`config.mk`:
```
export PLATFORM = sky130hd
export DESIGN_NAME = mem_stall_ctrl_flat
export DESIGN_NICKNAME = d
export VERILOG_FILES = /design/src/rtl/mem_ctrl_pkg.sv /design/src/rtl/mem_stall_ctrl_if.sv /design/src/rtl/mem_wait_timer.sv /design/src/rtl/mem_stall_ctrl.sv /design/src/flat_wrapper.sv
export SDC_FILE = /design/constraint.sdc
export NUM_CORES = 1
export LEC_CHECK = 0
export CAP_MARGIN = 25
export CORE_MARGIN = 3
export CORE_UTILIZATION = 41
export DETAILED_ROUTE_END_ITERATION = 10
export PLACE_DENSITY = 0.8
export SYNTH_ARGS = -nofsm -noshare
export SYNTH_HDL_FRONTEND = slang
export SYNTH_SLANG_ARGS = --single-unit
export TNS_END_PERCENT = 20
```
`constraint.sdc`:
```
create_clock -name clk_i -period 2.1 [get_ports clk_i]
set_input_delay 0.525 -clock clk_i [delete_from_list [all_inputs] [get_ports clk_i]]
set_output_delay 0.525 -clock clk_i [all_outputs]
set_load 0.1 [all_outputs]
```
`src/rtl/mem_ctrl_pkg.sv`:
```
// Shared MEM-stage definitions: FSM encoding, load/store opcodes and the default timeout.
package mem_ctrl_pkg;

   typedef enum logic [1:0] {
      IDLE = 2'd0,
      REQ  = 2'd1,
      DONE = 2'd2
   } state_t;

   // Major opcodes shared with decode and immediate generation
   localparam logic [6:0] LW = 7'b0000011;
   localparam logic [6:0] SW = 7'b0100011;

   localparam int MAX_WAIT_DEF = 64;
   localparam int CNT_W_DEF    = 8;

endpackage

```
`src/rtl/mem_stall_ctrl_if.sv`:
```
// MEM-stage <-> data memory bundle; master is the stall controller, slave is pipeline plus memory.
interface mem_stall_ctrl_if #(
   parameter int ADDR_W = 32,
   parameter int DATA_W = 32
);
   logic              memread_i;
   logic              memwrite_i;
   logic [ADDR_W-1:0] addr_i;
   logic [DATA_W-1:0] wdata_i;
   logic              mem_req_o;
   logic              mem_we_o;
   logic [ADDR_W-1:0] mem_addr_o;
   logic [DATA_W-1:0] mem_wdata_o;
   logic              mem_ack_i;
   logic [DATA_W-1:0] mem_rdata_i;
   logic              stall_o;
   logic [DATA_W-1:0] rdata_o;
   logic              err_o;
   logic [31:0]       stall_cycles_o;

   modport master (
      input  memread_i, memwrite_i, addr_i, wdata_i, mem_ack_i, mem_rdata_i,
      output mem_req_o, mem_we_o, mem_addr_o, mem_wdata_o, stall_o, rdata_o,
             err_o, stall_cycles_o
   );

   modport slave (
      output memread_i, memwrite_i, addr_i, wdata_i, mem_ack_i, mem_rdata_i,
      input  mem_req_o, mem_we_o, mem_addr_o, mem_wdata_o, stall_o, rdata_o,
             err_o, stall_cycles_o
   );
endinterface

```
`src/rtl/mem_wait_timer.sv`:
```
// Loadable wait counter; tc flags the cycle whose increment reaches MAX_WAIT.
module mem_wait_timer #(
   parameter int CNT_W    = 8,
   parameter int MAX_WAIT = 64
) (
   input  logic             clk,
   input  logic             rst_n,
   input  logic             clr,
   input  logic             load,
   input  logic [CNT_W-1:0] load_val,
   input  logic             en,
   output logic             tc
);

   logic [CNT_W-1:0] cnt;

   always_ff @(posedge clk or negedge rst_n) begin
      if (!rst_n) begin
         cnt <= '0;
      end else if (clr) begin
         cnt <= '0;
      end else if (load) begin
         cnt <= load_val;
      end else if (en) begin
         cnt <= cnt + CNT_W'(1);
      end
   end

   assign tc = en && (cnt == CNT_W'(MAX_WAIT - 1));

endmodule

```
`src/rtl/mem_stall_ctrl.sv`:
```
// MEM-stage lw/sw sequencer over a req/ack memory port, driving the pipeline-wide stall.
// Optional stall-cycle performance counter built only when MEM_STALL_PERF_EN is defined.
module mem_stall_ctrl
   import mem_ctrl_pkg::*;
#(
   parameter int ADDR_W   = 32,
   parameter int DATA_W   = 32,
   parameter int MAX_WAIT = MAX_WAIT_DEF,
   parameter int CNT_W    = CNT_W_DEF
) (
   input  logic          clk_i,
   input  logic          rst_i,
   mem_stall_ctrl_if.master bus
);

   state_t            state, state_nxt;
   logic              go;
   logic              stall;
   logic              tmo;
   logic              we_q;
   logic [ADDR_W-1:0] addr_q;
   logic [DATA_W-1:0] wdata_q;
   logic [DATA_W-1:0] rdata_q;
   logic              err_q;

   assign go = bus.memread_i | bus.memwrite_i;

   mem_wait_timer #(
      .CNT_W    (CNT_W),
      .MAX_WAIT (MAX_WAIT)
   ) u_timer (
      .clk      (clk_i),
      .rst_n    (rst_i),
      .clr      (state == DONE),
      .load     ((state == IDLE) && go),
      .load_val ('0),
      .en       (state == REQ),
      .tc       (tmo)
   );

   always_ff @(posedge clk_i or negedge rst_i) begin
      if (!rst_i) begin
         state <= IDLE;
      end else begin
         state <= state_nxt;
      end
   end

   always_comb begin
      state_nxt = state;
      unique case (state)
         IDLE:    if (go) state_nxt = REQ;
         REQ:     if (bus.mem_ack_i || tmo) state_nxt = DONE;
         DONE:    state_nxt = IDLE;
         default: state_nxt = IDLE;
      endcase
   end

   // Store wins when both strobes are high: we simply latches memwrite_i.
   always_ff @(posedge clk_i or negedge rst_i) begin
      if (!rst_i) begin
         we_q    <= 1'b0;
         addr_q  <= '0;
         wdata_q <= '0;
         rdata_q <= '0;
         err_q   <= 1'b0;
      end else begin
         if ((state == IDLE) && go) begin
            we_q    <= bus.memwrite_i;
            addr_q  <= bus.addr_i;
            wdata_q <= bus.wdata_i;
         end
         if (state == REQ) begin
            if (bus.mem_ack_i) begin
               if (!we_q) rdata_q <= bus.mem_rdata_i;
            end else if (tmo) begin
               err_q   <= 1'b1;
               rdata_q <= '0;
            end
         end
      end
   end

   // Request is decoded from state so it falls with the asynchronous reset.
   assign stall           = ((state == IDLE) && go) || (state == REQ);
   assign bus.stall_o     = stall;
   assign bus.mem_req_o   = (state == REQ);
   assign bus.mem_we_o    = we_q;
   assign bus.mem_addr_o  = addr_q;
   assign bus.mem_wdata_o = wdata_q;
   assign bus.rdata_o     = rdata_q;
   assign bus.err_o       = err_q;

`ifdef MEM_STALL_PERF_EN
   logic [31:0] perf_q;

   always_ff @(posedge clk_i or negedge rst_i) begin
      if (!rst_i) begin
         perf_q <= '0;
      end else if (stall && (perf_q != 32'hFFFF_FFFF)) begin
         perf_q <= perf_q + 32'd1;
      end
   end

   assign bus.stall_cycles_o = perf_q;
`else
   assign bus.stall_cycles_o = 32'd0;
`endif

endmodule

```
`src/flat_wrapper.sv`:
```
// flat-port wrapper written by rule: the top's interface ports become plain ports
module mem_stall_ctrl_flat import mem_ctrl_pkg::*;
#(
   parameter int ADDR_W   = 32,
   parameter int DATA_W   = 32,
   parameter int MAX_WAIT = MAX_WAIT_DEF,
   parameter int CNT_W    = CNT_W_DEF
)
  (clk_i, rst_i, bus_memread_i, bus_memwrite_i, bus_addr_i, bus_wdata_i, bus_mem_ack_i, bus_mem_rdata_i, bus_mem_req_o, bus_mem_we_o, bus_mem_addr_o, bus_mem_wdata_o, bus_stall_o, bus_rdata_o, bus_err_o, bus_stall_cycles_o);
  mem_stall_ctrl_if #(.ADDR_W(ADDR_W), .DATA_W(DATA_W)) bus_i ();
  input  logic clk_i;
  input  logic rst_i;
  input wire logic [$bits(bus_i.memread_i)-1:0] bus_memread_i;
  input wire logic [$bits(bus_i.memwrite_i)-1:0] bus_memwrite_i;
  input wire logic [$bits(bus_i.addr_i)-1:0] bus_addr_i;
  input wire logic [$bits(bus_i.wdata_i)-1:0] bus_wdata_i;
  input wire logic [$bits(bus_i.mem_ack_i)-1:0] bus_mem_ack_i;
  input wire logic [$bits(bus_i.mem_rdata_i)-1:0] bus_mem_rdata_i;
  output wire logic [$bits(bus_i.mem_req_o)-1:0] bus_mem_req_o;
  output wire logic [$bits(bus_i.mem_we_o)-1:0] bus_mem_we_o;
  output wire logic [$bits(bus_i.mem_addr_o)-1:0] bus_mem_addr_o;
  output wire logic [$bits(bus_i.mem_wdata_o)-1:0] bus_mem_wdata_o;
  output wire logic [$bits(bus_i.stall_o)-1:0] bus_stall_o;
  output wire logic [$bits(bus_i.rdata_o)-1:0] bus_rdata_o;
  output wire logic [$bits(bus_i.err_o)-1:0] bus_err_o;
  output wire logic [$bits(bus_i.stall_cycles_o)-1:0] bus_stall_cycles_o;
  assign bus_i.memread_i = bus_memread_i;
  assign bus_i.memwrite_i = bus_memwrite_i;
  assign bus_i.addr_i = bus_addr_i;
  assign bus_i.wdata_i = bus_wdata_i;
  assign bus_i.mem_ack_i = bus_mem_ack_i;
  assign bus_i.mem_rdata_i = bus_mem_rdata_i;
  assign bus_mem_req_o = bus_i.mem_req_o;
  assign bus_mem_we_o = bus_i.mem_we_o;
  assign bus_mem_addr_o = bus_i.mem_addr_o;
  assign bus_mem_wdata_o = bus_i.mem_wdata_o;
  assign bus_stall_o = bus_i.stall_o;
  assign bus_rdata_o = bus_i.rdata_o;
  assign bus_err_o = bus_i.err_o;
  assign bus_stall_cycles_o = bus_i.stall_cycles_o;
  mem_stall_ctrl #(.ADDR_W(ADDR_W), .DATA_W(DATA_W), .MAX_WAIT(MAX_WAIT), .CNT_W(CNT_W)) u_core (.clk_i(clk_i), .rst_i(rst_i), .bus(bus_i));
endmodule
```
==> flow_summary.yaml, run 1 <==
final_layout:
  fin_cells: 721
  mostFrequentLayoutCells: "dfrtp_1, buf_4, clkdlybuf4s50_1, mux2_2"
  final_common_cell: "dfrtp_1"
  antenna_cells: 0
  design_area_mm2: 0.00706
  layout.nets: 676
  syn_to_final_growth_pct: 44.0
  drive_gt1_frac: 0.356
  final_util: 0.610
drt:
  drt_iter0_markers: 172
  routed_wl_mm: 12.5
  vias: 3694
  drc: 0
  avgViaCountPerCell: 5.12
  routedWlPerCell_um: 17.3
  ant_nets: 0
  first_pass_iters: 4
logic_synthesis:
  synth-edff-count: 0
  synth_seq_cells: 108
  synth_cells: 377
  syn_avg_cell_area_um2: 13.0
  ys.flop_type: "dfrtp_1"
  synth.distinct_cells: 42
  netlist_area_mm2: 0.00490
  synthTopCellsByArea: "dfrtp_1, mux2_2, a211o_1"
  yosysTopAreaCellShare: 0.551
  async_flop_share: 1.00
  synth_top_area_cell: "dfrtp_1"
  yosysSeqAreaShare: 0.551
  yosys_warnings: 0
die:
  die_area_mm2: 0.0133
  die_h_um: 115
  die_w_um: 115
  ios: 233
  initial_core_util: 0.424
  core_area_mm2: 0.0116
  rows: 39
grt:
  grt_pass1_vias: 3940
  grt_pass1_wl_mm: 19.6
  grt.overflow.total: 0
  grt_start_max_net_pins: 45
  antenna_found_initial: 0
  track_usage: 0.187
setup_path:
  end_kind: "output pin"
  arrival_ns: 1.52
  worstPathCellList: "clkdlybuf4s50_1 > nor3_2 > nor2_2 > buf_12"
  slowest_stage: "clkdlybuf4s50_1"
  critPathBufInv: 2
  crit_fanout: 3
  crit_required_ns: 1.57
  path_class: "in2out"
  cpLargestDelayFamily: "buffers and inverters"
  slowest_delay_ns: 0.59
  start_kind: "input port"
cts:
  cts.sinks: 108
  cts_max_level: 3
  clkTransAtPathRegs_ns: 0.07
  clkLatencyLatePin_ns: 0.34
  cts_tree: "done"
  clockBufferDepth: 2
  cts_root_buffer: "clkbuf_16"
  cts_buffers: 9
job:
  drv_cap: 0
placement:
  dp_cells: 706
  place_congestion: 0.824
  place_hpwl_mm: 9.12
  place_area_mm2: 0.00676
  io_buffer_count: 200
timing:
  fin_skew_ns: 0.00495
  fmax_mhz: 490
  fin_crit_sh: 0.972
  maxSlewViolCount: 0
  hold_violations: 0
  rsz0062_at_grt: "false"
  setup_violations: 0
  layout_min_cycle_time_ns: 2.04
  hold_ws_ns: 0.111
run_status:
  outcome: "completed"
hold_path:
  min_path_type: "in2async"
timing repair:
action                                  in CTS  in global routing
cloned                                       0                  0
gates resized for setup                      1                  1
setup buffers                                0                  0
hold endpoints to repair                     0                  0
hold buffers                                 0                  0
endpoints found under the setup margin       1                  1
path summary, 6_finish.rpt:
kind | start | end | slack, ns | depth (start not counted)
worst max-delay path | bus_memread_i | bus_stall_o | 0.06 | 4
worst min-delay path | rst_i | u_core.bus.mem_wdata_o[2]$_DFFE_PN0P_ | 0.11 | 1
worst max register to register | u_core.state[1]$_DFFE_PN0P_ | u_core.bus.rdata_o[4]$_DFFE_PN0P_ | 0.35 | 5
worst min register to register | u_core.bus.err_o$_DFFE_PN0P_ | u_core.bus.err_o$_DFFE_PN0P_ | 0.47 | 1
max in group asynchronous | rst_i | u_core.bus.mem_wdata_o[31]$_DFFE_PN0P_ | 1.43 | 2
min in group clk_i | u_core.bus.err_o$_DFFE_PN0P_ | u_core.bus.err_o$_DFFE_PN0P_ | 0.47 | 1
synth_stat cells (all sizes together) (2+ instances only):
cell / instances
buf: 44
nor3b: 2
and3: 33
nand2: 7
nor2: 6
a41oi: 2
o21ai: 6
dfrtp: 108
a31oi: 2
a21o: 2
nor3: 4
a21boi: 32
a211o: 33
mux2: 65
nand3: 3
clkbuf: 12
per-layer routing:
metal / vias up / GRT usage / part of all wire
li1: 1692 / - / -
met1: 1797 / 0.214 / 0.39
met5: - / 0 / 0
met3: 16 / 0.0758 / 0.11
met4: 0 / 0.0595 / 0.015
met2: 189 / 0.321 / 0.48
cell type report:
cell class	count	area, um^2
clock inverters	5	60.1
fillers	897	4510
repair buffers	211	1950
multi-input cells	242	1930
flip-flops and latches	108	2700
well taps	143	179
inverters	2	8.76
clock buffers	10	229
flip-flops by register name (all words and copies together), names as in the netlist:
signal                  cells
u_core.bus.err_o            1
u_core.bus.rdata_o         32
u_core.bus.mem_addr_o      32
u_core.bus.mem_we_o         1
u_core.u_timer.cnt          8
u_core.state                2
u_core.bus.mem_wdata_o     32
per-stage QoR:
step / setup slack [ns] / TNS (ns)
6_report: 0.0579 / 0
4_1_cts: 0.00547 / 0
3_3_place_gp: 0.0113 / 0
2_1_floorplan: 0.219 / 0
3_5_place_dp: -0.0162 / -0.0162
5_1_grt: 0.0241 / 0
kinds of logic after synthesis:
family | after synthesis | share of synthesized area
mux | 66 | 0.151
simple gates | 60 | 0.0738
other cells | 1 | 0.000765
compound gates | 83 | 0.138
flops | 108 | 0.551
fa+ha+maj | 1 | 0.00255
buf+inv | 58 | 0.0824
Power of run 1 is left out: the tool's default activity adds up to more than one toggle a clock period on the data nets, which glitch-free logic cannot reach.
==> run 2, diff against run 1 <==
--- a/config.mk
+++ b/config.mk
@@ -9,8 +9,10 @@
 export CORE_MARGIN = 3
 export CORE_UTILIZATION = 41
 export DETAILED_ROUTE_END_ITERATION = 10
-export PLACE_DENSITY = 0.8
+export PLACE_DENSITY = 0.81
+export SLEW_MARGIN = 25
 export SYNTH_ARGS = -nofsm -noshare
 export SYNTH_HDL_FRONTEND = slang
+export SYNTH_HIERARCHICAL = 1
 export SYNTH_SLANG_ARGS = --single-unit
 export TNS_END_PERCENT = 20
==> flow_summary.yaml, run 2 <==
grt:
  track_usage: 0.174
  grt.overflow.total: 0
  grt_pass1_wl_mm: 18.0
  grt_start_max_net_pins: 41
  antenna_found_initial: 0
  grt_pass1_vias: 3523
setup_path:
  crit_fanout: 3
  r2r_slack_ns: 0.19
  path_class: "in2out"
  crit_required_ns: 1.57
  slowest_delay_ns: 0.42
  end_kind: "output pin"
  worstPathCellList: "clkdlybuf4s50_1 > o21ai_2 > nand2_1 > buf_12"
  arrival_ns: 1.50
  slowest_stage: "clkdlybuf4s50_1"
  start_kind: "input port"
timing:
  fin_crit_sh: 0.964
  setup_violations: 0
  fin_setup_tns_ns: 0
  hold_violations: 0
  hold_ws_ns: 0.136
  rsz0062_at_grt: "false"
  fmax_mhz: 494
  maxSlewViolCount: 0
  fin_skew_ns: 0.00897
  layout_min_cycle_time_ns: 2.02
cts:
  clockBufferDepth: 2
  cts_tree: "done"
  cts_root_buffer: "clkbuf_16"
  cts_resized: 0
  cts_max_level: 3
  post_cts_buffers: 0
  cts.sinks: 108
  cts_buffers: 9
  cts_hold_buffers: 0
  clkTransAtPathRegs_ns: 0.07
  clkLatencyLatePin_ns: 0.35
die:
  die_w_um: 115
  rows: 39
  core_area_mm2: 0.0115
  die_h_um: 115
  die_area_mm2: 0.0132
  initial_core_util: 0.422
  ios: 233
logic_synthesis:
  synth_seq_cells: 108
  synthTopCellsByArea: "dfrtp_1, mux2_4, mux2i_1"
  syn_avg_cell_area_um2: 13.1
  synth.distinct_cells: 38
  yosysTopAreaCellShare: 0.556
  ys.flop_type: "dfrtp_1"
  yosys-top-cells-count: "dfrtp_1, mux2_4, nand2_1"
  yosys_warnings: 6
  synth_cells: 372
  synth_top_area_cell: "dfrtp_1"
  synth-edff-count: 0
  yosysSeqAreaShare: 0.556
  netlist_area_mm2: 0.00486
  synth_most_common_cell: "dfrtp_1"
  async_flop_share: 1.00
drt:
  first_pass_iters: 4
  avgViaCountPerCell: 4.58
  drt_iter0_markers: 163
  routed_wl_mm: 11.5
  drc: 0
  ant_nets: 0
  vias: 3386
  routedWlPerCell_um: 15.5
placement:
  place_hpwl_mm: 8.74
  io_buffer_count: 200
  place_area_mm2: 0.00684
  place_congestion: 0.742
final_layout:
  layout.nets: 693
  mostFrequentLayoutCells: "buf_4, dfrtp_1, clkdlybuf4s50_1"
  antenna_cells: 0
  design_area_mm2: 0.00716
  drive_gt1_frac: 0.354
  syn_to_final_growth_pct: 47.5
job:
  drv_cap: 0
hold_path:
  min_path_type: "in2async"
run_status:
  outcome: "completed"
==> run 2: cell families after synthesis <==
logic type	after synthesis	share of synthesized area
adders and majority gates	1	0.00257
xor gates and xnor gates	3	0.00541
muxes	98	0.250
DFF	108	0.556
and+or+nand+nor	62	0.0585
other	1	0.000772
AOI/OAI and AO/OA	15	0.0224
buffers and inverters	84	0.104
==> run 2: metrics by stage <==
stage / worst slack [ns] / util / instances
2_1_floorplan: -0.0546 / - / 411
3_3_place_gp: 0.0187 / 0.594 / 723
3_5_place_dp: -0.0261 / 0.594 / 723
4_1_cts: 0.0345 / 0.622 / 739
5_1_grt: 0.0181 / 0.622 / 739
6_report: 0.0755 / 0.622 / 739
==> run 2: final timing paths <==
check | to | startpoint | cells past startpoint
setup / recovery | bus_stall_o | bus_memread_i | 4
min in group clk_i | u_core/bus.mem_wdata_o[29]$_DFFE_PN0P_ | u_core/bus.mem_wdata_o[29]$_DFFE_PN0P_ | 1
setup reg to reg | u_core/bus.rdata_o[24]$_DFFE_PN0P_ | u_core/state[1]$_DFFE_PN0P_ | 9
hold reg to reg | u_core/bus.mem_wdata_o[29]$_DFFE_PN0P_ | u_core/bus.mem_wdata_o[29]$_DFFE_PN0P_ | 1
max in group asynchronous | u_core/bus.mem_wdata_o[24]$_DFFE_PN0P_ | rst_i | 2
hold / removal | u_core/bus.mem_wdata_o[6]$_DFFE_PN0P_ | rst_i | 1
==> run 2: layer usage <==
layer  wire length [um]  vias up  global-route usage
met5                  0        -                   0
met2               5830      132               0.291
met1               4600     1642               0.220
li1                   -     1598                   -
met4                231        0              0.0712
met3                795       14              0.0363
==> run 2: layout make-up <==
cell class | count | area (um^2)
inverter | 36 | 140
sequential | 108 | 2700
multi-input combinational | 219 | 1810
timing repair buffer | 217 | 2000
tap | 143 | 179
clock buffer | 11 | 243
clock inverter | 5 | 83.8
fill | 893 | 4350
==> run 2: critical path: cells and delay by family <==
family / cells / cell delay, ns
buf+inv: 2 / 0.61
compound gates: 1 / 0.22
simple gates: 1 / 0.14
Power of run 2 is left out for the same reason.
